[src/rtl/tap_table_ctrl_pkg.sv]
// Shared types and default sizing for the tap-table controller.
// Table entries are packed as {valid, tap_addr, is_local}.
package tap_table_ctrl_pkg;

  localparam int N_OBJ_DEF         = 4;
  localparam int OBJ_ID_W_DEF      = 2;
  localparam int SAMPLE_ADDR_W_DEF = 10;
  localparam int ID_W_DEF          = 4;
  localparam int DELAY_W_DEF       = 14;
  localparam int SCEN_LEN_W_DEF    = 13;

  typedef enum logic [1:0] {
    ST_IDLE = 2'd0,
    ST_RUN  = 2'd1,
    ST_EMIT = 2'd2
  } state_t;

  function automatic int entry_w(input int addr_w);
    return addr_w + 2;
  endfunction

endpackage

[src/rtl/tap_table_ctrl_bank_calc.sv]
// Converts a raw delay into a sample-memory tap address, flags underflow,
// and decides whether the tap lands in this controller's bank.
module tap_bank_calc #(
  parameter int SAMPLE_ADDR_W = 10,
  parameter int ID_W          = 4,
  parameter int DELAY_W       = 14
) (
  input  logic [DELAY_W-1:0]       i_delay,
  input  logic [DELAY_W-1:0]       i_latency,
  input  logic [ID_W-1:0]          i_local_id,
  output logic [SAMPLE_ADDR_W-1:0] o_tap_addr,
  output logic                     o_is_local,
  output logic                     o_underflow
);

  logic [DELAY_W-1:0] w_tap;

  assign w_tap       = i_delay - i_latency;
  assign o_underflow = (i_delay < i_latency);
  assign o_tap_addr  = w_tap[SAMPLE_ADDR_W-1:0];
  // Upper delay bits select the bank that owns the sample.
  assign o_is_local  = (w_tap[DELAY_W-1:SAMPLE_ADDR_W] == i_local_id);

endmodule

[src/rtl/tap_table_ctrl.sv]
// Double-buffered tap table with a scenario counter; a pending commit swaps
// tables at the scenario wrap and the new active table is scanned out once.
module tap_table_ctrl
  import tap_table_ctrl_pkg::*;
#(
  parameter int N_OBJ         = N_OBJ_DEF,
  parameter int OBJ_ID_W      = OBJ_ID_W_DEF,
  parameter int SAMPLE_ADDR_W = SAMPLE_ADDR_W_DEF,
  parameter int ID_W          = ID_W_DEF,
  parameter int DELAY_W       = DELAY_W_DEF,
  parameter int SCEN_LEN_W    = SCEN_LEN_W_DEF
) (
  input  logic                              i_clk,
  input  logic                              i_rst_n,
  input  logic                              i_start,
  input  logic                              i_entry_valid,
  input  logic [DELAY_W-1:0]                i_delay_in,
  input  logic [OBJ_ID_W-1:0]               i_obj_id_in,
  input  logic [DELAY_W-1:0]                i_hardware_latency,
  input  logic [SCEN_LEN_W-1:0]             i_scenario_len,
  input  logic [ID_W-1:0]                   i_local_id,
  input  logic                              i_commit,
  output logic [SCEN_LEN_W-1:0]             o_scenario_counter,
  output logic                              o_scenario_update,
  output logic [SAMPLE_ADDR_W+OBJ_ID_W-1:0] o_tap_loc_packet,
  output logic                              o_tap_loc_valid,
  output logic                              o_tap_is_local,
  output logic                              o_commit_pending,
  output logic                              o_underflow_err
);

  localparam int ENTRY_W = entry_w(SAMPLE_ADDR_W);

  state_t                  r_state;
  state_t                  w_state_next;
  logic [SCEN_LEN_W-1:0]   r_counter;
  logic [SCEN_LEN_W-1:0]   w_counter_next;
  logic [OBJ_ID_W-1:0]     r_scan_idx;
  logic [OBJ_ID_W-1:0]     w_scan_next;
  logic                    r_active;
  logic                    r_pending;
  logic                    r_underflow;
  logic [ENTRY_W-1:0]      r_tab [2][N_OBJ];

  logic                    w_wrap;
  logic                    w_swap;
  logic                    w_wr_sel;
  logic [SCEN_LEN_W:0]     w_cnt_inc;
  logic [SAMPLE_ADDR_W-1:0] w_tap_addr;
  logic                    w_is_local;
  logic                    w_underflow;
  logic [ENTRY_W-1:0]      w_new_entry;
  logic [ENTRY_W-1:0]      w_cur;
  logic                    w_emit_valid;

  tap_bank_calc #(
    .SAMPLE_ADDR_W (SAMPLE_ADDR_W),
    .ID_W          (ID_W),
    .DELAY_W       (DELAY_W)
  ) u_calc (
    .i_delay     (i_delay_in),
    .i_latency   (i_hardware_latency),
    .i_local_id  (i_local_id),
    .o_tap_addr  (w_tap_addr),
    .o_is_local  (w_is_local),
    .o_underflow (w_underflow)
  );

  assign w_new_entry = {~w_underflow, w_tap_addr, w_is_local};
  assign w_cnt_inc   = {1'b0, r_counter} + {{SCEN_LEN_W{1'b0}}, 1'b1};

  always_comb begin
    w_state_next   = r_state;
    w_counter_next = r_counter;
    w_scan_next    = r_scan_idx;
    w_wrap         = 1'b0;
    w_swap         = 1'b0;
    case (r_state)
      ST_IDLE: begin
        if (i_start) w_state_next = ST_RUN;
      end
      ST_RUN, ST_EMIT: begin
        // counter+1 >= len also covers len of 0 and 1 (wrap every cycle).
        w_wrap         = (w_cnt_inc >= {1'b0, i_scenario_len});
        w_counter_next = w_wrap ? '0 : w_cnt_inc[SCEN_LEN_W-1:0];
        if (r_state == ST_EMIT) begin
          w_scan_next = r_scan_idx + OBJ_ID_W'(1);
          if (r_scan_idx == OBJ_ID_W'(N_OBJ - 1)) w_state_next = ST_RUN;
        end
        if (w_wrap && r_pending) begin
          w_swap       = 1'b1;
          w_state_next = ST_EMIT;
          w_scan_next  = '0;
        end
      end
      default: w_state_next = ST_IDLE;
    endcase
  end

  always_ff @(posedge i_clk or negedge i_rst_n) begin
    if (!i_rst_n) begin
      r_state     <= ST_IDLE;
      r_counter   <= '0;
      r_scan_idx  <= '0;
      r_active    <= 1'b0;
      r_pending   <= 1'b0;
      r_underflow <= 1'b0;
    end else begin
      r_state    <= w_state_next;
      r_counter  <= w_counter_next;
      r_scan_idx <= w_scan_next;
      r_active   <= r_active ^ w_swap;
      // A commit arriving in the swap cycle stays pending for the next wrap.
      r_pending  <= i_commit | (r_pending & ~w_swap);
      if (i_entry_valid && w_underflow) r_underflow <= 1'b1;
    end
  end

  // In the swap cycle the old active table becomes the shadow being written.
  assign w_wr_sel = w_swap ? r_active : ~r_active;

  always_ff @(posedge i_clk or negedge i_rst_n) begin
    if (!i_rst_n) begin
      for (int t = 0; t < 2; t++) begin
        for (int e = 0; e < N_OBJ; e++) begin
          r_tab[t][e] <= '0;
        end
      end
    end else begin
      for (int t = 0; t < 2; t++) begin
        for (int e = 0; e < N_OBJ; e++) begin
          if (w_swap && (r_active == 1'(t))) r_tab[t][e][ENTRY_W-1] <= 1'b0;
          if (i_entry_valid && (w_wr_sel == 1'(t)) && (i_obj_id_in == OBJ_ID_W'(e)))
            r_tab[t][e] <= w_new_entry;
        end
      end
    end
  end

  assign w_cur        = r_tab[r_active][r_scan_idx];
  assign w_emit_valid = (r_state == ST_EMIT) && w_cur[ENTRY_W-1];

  assign o_scenario_counter = r_counter;
  assign o_scenario_update  = w_wrap;
  assign o_tap_loc_valid    = w_emit_valid;
  assign o_tap_loc_packet   = w_emit_valid ? {w_cur[ENTRY_W-2:1], r_scan_idx} : '0;
  assign o_tap_is_local     = w_emit_valid & w_cur[0];
  assign o_commit_pending   = r_pending;
  assign o_underflow_err    = r_underflow;

endmodule

[config.mk]
export PLATFORM = sky130hd
export DESIGN_NAME = tap_table_ctrl
export DESIGN_NICKNAME = d
export VERILOG_FILES = /design/src/rtl/tap_table_ctrl_pkg.sv /design/src/rtl/tap_table_ctrl_bank_calc.sv /design/src/rtl/tap_table_ctrl.sv
export SDC_FILE = /design/constraint.sdc
export NUM_CORES = 1
export LEC_CHECK = 0
export CORE_ASPECT_RATIO = 1.2
export CORE_UTILIZATION = 40
export DETAILED_ROUTE_END_ITERATION = 8
export SLEW_MARGIN = 20
export SYNTH_ARGS = -nofsm -noshare
export SYNTH_HDL_FRONTEND = slang
export SYNTH_SLANG_ARGS = --single-unit
[constraint.sdc]
create_clock -name i_clk -period 4.45 [get_ports i_clk]
set_input_delay 0.445 -clock i_clk [delete_from_list [all_inputs] [get_ports i_clk]]
set_output_delay 0.445 -clock i_clk [all_outputs]
set_load 0.05 [all_outputs]
==> metrics.md, run 1 <==
| Metric | Value |
|---|---|
| Max IR drop VDD | 0.294 mV |
| Reg2Reg Depth | 18 |
| Post-route cell area | 0.00841 mm2 |
| CP arrival | 4.44 ns |
| Reg-to-reg endpoint | r_tab[23] |
| Setup CP Type | register to register |
| Postcts setup bufs | 0 |
| H-Tree Depth | 4 |
| Starting Density | 40.9% |
| Most common library cell in the layout ignoring fill and taps | nand2_1 |
| Most frequent cells in the layout | nand2_1 (141), dfrtp_1 (112), o21ai_0 (109) |
| RSZ-0062 raised after global routing | false |
| Die Y | 143 um |
| Clk Latency, worst-skew pair | 0.42 ns |
| Yosys warning total | 0 |
| Synth async-reset ratio | 100% |
| CTS Buffer Depth | 2 |
| Slew margin rel. | 43.6% |
| Filler cell count | 1518 |
| Number of I/O port buffers | 81 |
| Max-slew violations | 0 |
| Post-Synth Adder-Cell Area | 6.72% |
| #FFs+latches synth | 116 |
| HPWL Detailed | 11600 um |
| Distinct cell type count after synthesis | 59 |
| Hold/Removal Path Class | register to register |
| Mux contribution to synthesized area | 8.32% |
| Gr ovfl total | 0 |
| Final Setup Violations | 0 |
| Tmin final | 4.16 ns |
| First DRT Iteration DRCs | 364 |
| Vias per std cell | 5.42 |
| HP Start | r_tab[10] |
| Die area | 0.0171 mm2 |
| # IOs | 82 |
| Tcrit/Tclk final | 93.6% |
| Layout Cells excl Fill | 1011 |
| Layout area overhead | 26.9% |
| Worst-path fanout max | 25 |
| Placed Instances | 977 |
| Required time of the critical path | 4.73 ns |
| Clk sinks | 116 |
| Largest net degree at the start of global routing | 79 |
| Status | finished, final reports clean |
| Flop2flop setup slack | 0.29 ns |
| CTS tree | done |
| Leakage Power | 3.86 nW |
| Startpoint types | register |
| Number of buffers created by CTS | 17 |
| Post-Syn Area | 0.00663 mm2 |
| Clock Skew | 0.00881 ns |
| Cell Area, Placed | 0.00771 mm2 |
| Drt pass-1 iters | 5 |
| Mapped Cells | 704 |
| Pwr Density | 603 mW/mm2 |
| Gr usage total | 21.4% |
| Slew @ Worst Pin | 0.840 ns |
| Row cnt | 51 |
| N_diodes | 0 |
| CTS root buf | clkbuf_16 |
| Share of layout cells above drive strength 1 | 11.9% |
| FF-to-FF Start | o_scenario_counter[0] |
| Final Hold Viols | 0 |
| Dpl ws | 0.341 ns |
| Max Clock Freq | 0.240 GHz |
| Simple logic cell fraction of the synthesized area | 16.1% |
| Post-synth EDFFs | 0 |
| Top cells by area, synth | dfrtp_1 (44%), o21ai_0 (8.2%), mux4_2 (8.2%) |
| XOR/XNOR Fraction of Synth Area | 2.77% |
| Initial antenna violation count | 0 |
| Syn Nets | 791 |
| Setup TNS | 0 ns |
| Drt total wl | 17000 um |
| Global-route wire length before repair | 28500 um |
| Worst Hold End | r_tab[10] |
| Post-synth top area share | 43.8% |
| Area leader, netlist | dfrtp_1 |
| Final nets | 873 |
| Drt drc | 0 |
| Core Region | 0.0162 mm2 |
| Clock-pin slew on the worst setup and hold paths | 0.05 ns |
| Vias | 5480 |
| DR WL/cell | 16.8 um |
| Predominant post-synthesis flop cell | dfrtp_1 |
| Complex-gate fraction of the synthesized area | 17.7% |
| Largest family of logic cells by synthesized area | compound AO/OA/AOI/OAI gates |
| CP Capture Type | register |
| Vias in the first global route | 5728 |
| Width of the chip | 120 um |
| Avg Synthesized Cell Area | 9.42 um2 |
| Post-synthesis sequential area ratio | 43.8% |
| Final GP Congestion | 0.853 |
| Post-route ant nets | 0 |
| Worst hold stages | 2 |
| Post-route setup slack | 0.286 ns |
| Max-cap viol count | 0 |
-- cell usage after synthesis (all sizes together) (5+ instances only) --
| master | number |
|---|---|
| nand2 | 142 |
| dfrtp | 116 |
| o21ai | 110 |
| inv | 43 |
| ha | 34 |
| a21oi | 31 |
| clkbuf | 29 |
| nand3 | 26 |
| nor2 | 25 |
| mux4 | 24 |
| xnor2 | 13 |
| a22o | 10 |
| a21o | 8 |
| xor2 | 8 |
| nor2b | 7 |
| buf | 6 |
| nand4 | 6 |
| or2 | 6 |
| nand3b | 5 |
-- registers in the layout (all words and copies together) (netlist names) --
name                flops
o_commit_pending        1
o_scenario_counter     13
o_underflow_err         1
r_active                1
r_scan_idx              2
r_state                 2
r_tab                  96
-- repair_timing --
item,CTS,global route
gates resized for setup,0,1
endpoints found under the setup margin,0,1
hold endpoints to repair,0,25
hold buffers,0,1
-- kinds of logic after synthesis --
family                     count (synthesis)
DFF                                      116
adders and majority gates                 35
buffers and inverters                     79
AOI/OAI and AO/OA                        195
muxes                                     25
and+or+nand+nor                          233
xor gates and xnor gates                  21
-- critical path, cell delays in order (launching register included) --
cell,delay (ns)
dfrtp_4,0.46
ha_4,0.16
and3_1,0.19
nand3_1,0.16
or2_1,0.34
nor2_1,0.17
xor2_1,0.23
ha_1,0.28
nand3_1,0.11
nor2_1,0.08
a2111oi_4,0.36
a21oi_4,0.10
and2_4,0.19
ha_1,0.36
nor2_1,0.23
nand3_2,0.10
buf_4,0.22
a31oi_1,0.19
o31ai_1,0.09
-- power by group --
part / switching [W] / total, W / leakage, nW / internal (W)
Sequential: 0.000299 / 0.00180 / 1.45 / 0.00150
Combinational: 0.000954 / 0.00176 / 2.10 / 0.000801
Clock: 0.000497 / 0.00152 / 0.310 / 0.00103
Total: 0.00175 / 0.00508 / 3.86 / 0.00332
-- per-layer routing --
metal  global-route usage, %  wire length (um)  up-vias
met5                       0                 0        -
met4                    9.21               238        0
met3                    3.27               808       18
met2                    37.4              8730      157
met1                    26.1              7180     2664
li1                        -                 -     2641
-- layout make-up --
| class | instances | area, um2 | area share [%] |
|---|---|---|---|
| timing repair buffer | 98 | 961 | 11.4 |
| multi-input combinational | 509 | 3450 | 41.0 |
| sequential | 116 | 2910 | 34.6 |
| tap | 212 | 265 | 3.15 |
| inverter | 44 | 165 | 1.96 |
| clock buffer | 21 | 460 | 5.47 |
| clock inverter | 11 | 199 | 2.37 |
-- worst max-delay path by stage --
stage                                     start                end
after floorplan           o_scenario_counter[1]          r_tab[65]
after global placement    o_scenario_counter[0]          r_tab[23]
after detailed placement  o_scenario_counter[0]          r_tab[23]
after CTS                 o_scenario_counter[0]  o_scenario_update
after global routing      o_scenario_counter[0]          r_tab[23]
final                     o_scenario_counter[0]          r_tab[23]
-- through the flow --
stage	util (%)	hold slack (ns)	total power, W
2_1_floorplan	-	0.149	0.00301
3_3_place_gp	47.6	0.456	0.00347
3_5_place_dp	47.6	0.467	0.00356
4_1_cts	51.7	0.241	0.00510
5_1_grt	51.9	0.498	0.00539
6_report	51.9	0.476	0.00508
Power figures use the tool's default switching activity.
==> run 2: changes to the inputs <==
==> constraint.sdc (replaced) <==
create_clock -name i_clk -period 4.2 [get_ports i_clk]
set_input_delay 0.42 -clock i_clk [delete_from_list [all_inputs] [get_ports i_clk]]
set_output_delay 0.42 -clock i_clk [all_outputs]
set_load 0.05 [all_outputs]
==> run 2 against run 1 <==
Hold slack worse by 0.44 ns. Sequential share of layout area increased by 0.12 points. Register-to-register slack got worse by 0.02 ns. Clock-buffer cell count decreased by 3. Power is 3.6% higher. Non-clock buffer count decreased by 4. Critical path depth unchanged. Clock power about the same. Global-route usage down 0.26 points. Sequential power up 7%. Worst setup slack got worse by 0.018 ns. Sequential cell count unchanged. Largest cell class unchanged. Highest routed layer unchanged.
==> metrics.md, run 2 (synthesized netlist as in run 1, its figures left out) <==
| Metric | Value |
|---|---|
| Final Util | 51.7% |
| Global-route wire length before repair | 28000 um |
| CP Cell Sequence | ha_4, and3_4, nand3_4, or2_1, nor2_1, xor2_1, ha_1, nand3_2, nor2_2, a2111oi_4, a21oi_4, and2_4, ha_4, nor2b_4, nand3_4, nor2_1, o21ai_0, o211ai_1 |
| CP peak stage delay | 0.46 ns |
| CTS Buffer Depth | 2 |
| Max-slew violations | 0 |
| Final nets | 869 |
| Initial antenna violation count | 0 |
| Reg with most FFs | r_tab |
| Max Clock Freq | 0.254 GHz |
| Clock-pin slew on the worst setup and hold paths | 0.06 ns |
| Drt total wl | 16600 um |
| Hold Buf Count CTS | 0 |
| Max IR drop VDD | 0.307 mV |
| Gr usage total | 21.1% |
| Clock Skew | 0.00695 ns |
| Clk Latency, worst-skew pair | 0.42 ns |
| Die area | 0.0171 mm2 |
| Largest register FFs | 96 |
| # IOs | 82 |
| Die Y | 143 um |
| Slew @ Worst Pin | 0.710 ns |
| Post-route cell area | 0.00838 mm2 |
| Vias in the first global route | 5560 |
| CTS tree | done |
| Width of the chip | 120 um |
| Family with the most delay on the worst path | simple AND/OR/NAND/NOR gates |
| Worst-path fanout max | 25 |
| Gr ovfl total | 0 |
| Startpoint types | register |
| Pwr Density | 627 mW/mm2 |
| Crit path buffers/inverters | 0 |
| CP Capture Type | register |
| N_diodes | 0 |
| Tmin final | 3.93 ns |
| Core Region | 0.0162 mm2 |
| Final Setup Violations | 0 |
| Final GP Congestion | 0.856 |
| Hold/Removal Path Class | primary input to async pin |
| Cell Area, Placed | 0.00776 mm2 |
| Tcrit/Tclk final | 93.6% |
| Layout area overhead | 26.4% |
| Slew margin rel. | 52.3% |
| Most common library cell in the layout ignoring fill and taps | nand2_1 |
| Number of buffers created by CTS | 17 |
| Drt pass-1 iters | 4 |
| Layout Cells excl Fill | 1007 |
| Vias per std cell | 5.40 |
| Starting Density | 40.9% |
| Setup CP Type | register to register |
| Number of I/O port buffers | 81 |
| Setup TNS | 0 ns |
| Share of layout cells above drive strength 1 | 13.6% |
| Status | finished, final reports clean |
| RSZ-0062 raised after global routing | false |
| Leakage Power | 3.84 nW |
| Final Hold Viols | 0 |
| First DRT Iteration DRCs | 352 |
| Drt drc | 0 |
| Placed Instances | 975 |
| HPWL Detailed | 11900 um |
| CP arrival | 4.25 ns |
| Post-route ant nets | 0 |
| Critical Path Slowest Stage Cell | dfrtp_4 |
| H-Tree Depth | 4 |
| Vias | 5433 |
| Max-cap viol count | 0 |
| Row cnt | 51 |
| Largest net degree at the start of global routing | 49 |
| Clk sinks | 116 |
| CTS root buf | clkbuf_16 |
| Required time of the critical path | 4.52 ns |
| DR WL/cell | 16.5 um |
| Most frequent cells in the layout | nand2_1 (139), dfrtp_1 (112), o21ai_0 (109) |
run 2: cell count changes in the layout (fill, tap and decap cells not counted), sizes merged:
| cell | previous run | this run |
|---|---|---|
| bufinv | 5 | 3 |
| clkbuf | 21 | 18 |
| clkdlybuf4s50 | 79 | 76 |
| clkinv | 3 | 7 |
| clkinvlp | 3 | 2 |
| dlygate4sd3 | 1 | 0 |
| inv | 44 | 46 |
run 2: final cells by class:
type | count | area, um2
clock buffers | 18 | 439
clock inverters | 14 | 176
fillers | 1537 | 7830
inverters | 44 | 165
multi-input cells | 509 | 3530
flip-flops and latches | 116 | 2910
well taps | 212 | 265
repair buffers | 94 | 901
run 2: stage by stage:
stage	hold WS (ns)	power, W	setup slack (ns)
2_1_floorplan	0.124	0.00323	0.00574
3_3_place_gp	0.456	0.00371	0.447
3_5_place_dp	0.466	0.00379	0.315
4_1_cts	0.0484	0.00530	0.119
5_1_grt	0.0719	0.00562	0.0396
6_report	0.0312	0.00526	0.268
run 2: power breakdown:
| group | internal [W] | total (W) | switching, W |
|---|---|---|---|
| registers | 0.00159 | 0.00192 | 0.000331 |
| clock network | 0.000953 | 0.00149 | 0.000536 |
| logic | 0.000857 | 0.00185 | 0.000997 |
| total | 0.00340 | 0.00526 | 0.00186 |
run 2: final timing paths:
path                                       start               endpoint  slack (ns)  cells after the start
max                        o_scenario_counter[0]              r_tab[71]        0.27                     18
min                                      i_rst_n  o_scenario_counter[5]        0.03                      1
max reg2reg                o_scenario_counter[0]              r_tab[71]        0.27                     18
min reg2reg                            r_tab[34]              r_tab[34]        0.48                      2
max in group asynchronous                i_rst_n              r_tab[84]        3.20                      2
min in group i_clk                     r_tab[34]              r_tab[34]        0.48                      2
run 2: what timing repair did:
item                       CTS  global route
buffers inserted             0             0
setup endpoints to repair    0             1
resized for setup            0             1
run 2: metal layers:
layer / wire [um] / global-route usage [%] / up-vias / part of all wire [%]
met5: 0 / 0 / - / 0
met4: 331 / 7.37 / 0 / 2.0
met3: 783 / 4.55 / 26 / 4.7
met2: 8470 / 36.4 / 157 / 51
met1: 7040 / 26.1 / 2620 / 42
li1: - / - / 2630 / -
==> run 3: changes to the inputs <==
--- a/config.mk
+++ b/config.mk
@@ -8,6 +8,7 @@
 export CORE_ASPECT_RATIO = 1.2
 export CORE_UTILIZATION = 40
 export DETAILED_ROUTE_END_ITERATION = 8
+export MAX_ROUTING_LAYER = met4
 export SLEW_MARGIN = 20
 export SYNTH_ARGS = -nofsm -noshare
 export SYNTH_HDL_FRONTEND = slang
==> run 3 against run 2 <==
Sequential power about the same. Sequential share of layout area about the same. Fmax up 1.1%. Critical endpoint is now o_scenario_update. Die area unchanged. Cell count unchanged. Combinational power about the same. Worst setup slack better by 0.044 ns. Clock power down 4%. Hold slack better by 0.056 ns. Clock-buffer cell count up 1.
==> metrics.md, run 3 (synthesized netlist as in run 1, its figures left out) <==
| Metric | Value |
|---|---|
| Routing usage on met2 | 35.0% |
| Final nets | 869 |
| Width of the chip | 120 um |
| Area of the multi-input gates | 0.00353 mm2 |
| Pwr Density | 622 mW/mm2 |
| N_diodes | 0 |
| Vias in the first global route | 5530 |
| Global-route wire length before repair | 27000 um |
| CTS Buffer Depth | 2 |
| CTS tree | done |
| Hold Buf Count CTS | 0 |
| Worst-path fanout max | 10 |
| Largest register FFs | 96 |
| Clock-pin slew on the worst setup and hold paths | 0.06 ns |
| Filler cell count | 1536 |
| Post-route ant nets | 0 |
| Clock Skew | 0.00925 ns |
| Max-cap viol count | 0 |
| Max-slew violations | 0 |
| Slew @ Worst Pin | 0.804 ns |
| Part of the power in the clock network | 27.5% |
| Gr usage total | 20.6% |
| Share of layout cells above drive strength 1 | 13.5% |
| Gate power share | 36.1% |
| Final Setup Violations | 0 |
| Most frequent cells in the layout | nand2_1 (139), dfrtp_1 (112), o21ai_0 (109) |
| CP arrival | 3.47 ns |
| Startpoint types | register |
| Sw frac | 35.7% |
| Final GP Congestion | 0.833 |
| Register area | 0.00291 mm2 |
| Initial antenna violation count | 0 |
| Grt met1 use | 24.6% |
| WHS | 0.0873 ns |
| Core Region | 0.0162 mm2 |
| Power share of the sequential group | 36.4% |
| Drt total wl | 15900 um |
| H-Tree Depth | 4 |
| Gr ovfl total | 0 |
| Vias per std cell | 5.31 |
| Starting Density | 40.9% |
| Number of buffers created by CTS | 17 |
| CP Capture Type | output pin |
| Largest net degree at the start of global routing | 63 |
| Tmin final | 3.89 ns |
| Number of I/O port buffers | 81 |
| Max IR drop VDD | 0.319 mV |
| Die Y | 143 um |
| Slew margin rel. | 46.4% |
| Final Hold Viols | 0 |
| Clk sinks | 116 |
| Die area | 0.0171 mm2 |
| Most common library cell in the layout ignoring fill and taps | nand2_1 |
| Hold/Removal Path Class | primary input to async pin |
| Clk Latency, worst-skew pair | 0.41 ns |
| Vias | 5344 |
| Max Clock Freq | 0.257 GHz |
| Row cnt | 51 |
| DR WL/cell | 15.8 um |
| Gr busiest metal | met2 |
| Reg with most FFs | r_tab |
| RSZ-0062 raised after global routing | false |
| Net Sw Power | 0.00186 W |
| Tcrit/Tclk final | 92.6% |
| Drt drc | 0 |
| Status | finished, final reports clean |
| CTS root buf | clkbuf_16 |
| First DRT Iteration DRCs | 429 |
| Drt pass-1 iters | 4 |
| Int Pwr | 0.00335 W |
| GRT met3 Usage | 3.87% |
| Setup CP Type | register to output pin |
| Required time of the critical path | 3.78 ns |
| Setup TNS | 0 ns |
| Layout area overhead | 26.3% |
| # IOs | 82 |
| HPWL Detailed | 11900 um |
| Leakage Power | 3.82 nW |
## run 3: cell types whose count changed in the layout (fill, tap and decap cells not counted)
cell,delta
clkinv_4,-2
inv_6,+2
buf_12,+1
buf_4,-1
bufinv_16,-1
clkbuf_1,+1
clkinv_2,-1
clkinvlp_4,+1
dlygate4sd2_1,+1
dlymetal6s2s_1,-1
nand2_2,-1
nand2_4,+1
## run 3: area by class of cell
type / instances / share of cell area [%]
multi-input combinational: 509 / 42.2
sequential: 116 / 34.8
timing repair buffer: 94 / 10.9
clock buffer: 19 / 5.29
tap: 212 / 3.17
inverter: 44 / 1.97
clock inverter: 13 / 1.78
## run 3: through the flow
step / instances / power (W) / cell area, um2 / util, % / setup WS, ns
CTS: 1007 / 0.00526 / 8370 / 51.6 / 0.273
detailed placement: 975 / 0.00380 / 7780 / 48.0 / 0.319
floorplan: 704 / 0.00323 / 6780 / - / 0.00574
global route: 1007 / 0.00557 / 8370 / 51.7 / 0.0748
global placement: 975 / 0.00372 / 7780 / 48.0 / 0.450
finish: 1007 / 0.00520 / 8370 / 51.7 / 0.312
## run 3: final timing paths
kind                                       startpoint               endpoint  slack, ns  depth (start not counted)
worst max-delay path            o_scenario_counter[0]      o_scenario_update       0.31                         11
worst min-delay path                          i_rst_n  o_scenario_counter[4]       0.09                          1
worst max register to register  o_scenario_counter[0]              r_tab[71]       0.33                         18
worst min register to register              r_tab[31]              r_tab[31]       0.47                          2
max in group asynchronous                     i_rst_n              r_tab[85]       3.09                          2
min in group i_clk                          r_tab[31]              r_tab[31]       0.47                          2
## run 3: worst max-delay path, stage by stage, from the launching register on
cell and delay (ns):
dfrtp_4 0.46, ha_4 0.15, and3_4 0.21, nand3_4 0.09, or2_1 0.29, nor2_1 0.16
xor2_1 0.11, ha_1 0.30, nand3_2 0.08, or2_2 0.43, a21oi_4 0.21, dlygate4sd2_1 0.56
## run 3: timing repair
item                                    in CTS  in global routing
endpoints found under the setup margin       1                  1
resized for setup                            1                  1
setup buffers                                0                  0
## run 3: routing by layer
| metal | wire (um) | vias to the layer above |
|---|---|---|
| met5 | 0 | - |
| met4 | 248 | 0 |
| met3 | 554 | 24 |
| met2 | 8180 | 117 |
| met1 | 6880 | 2572 |
| li1 | - | 2631 |
## run 3: power by group through the flow
stage | sequential [W] | combinational, W | clock, W
after floorplan | 0.00189 | 0.00134 | 0
after global placement | 0.00188 | 0.00184 | 0
after detailed placement | 0.00191 | 0.00189 | 0
after CTS | 0.00189 | 0.00190 | 0.00146
after global routing | 0.00195 | 0.00211 | 0.00151
final | 0.00189 | 0.00188 | 0.00143
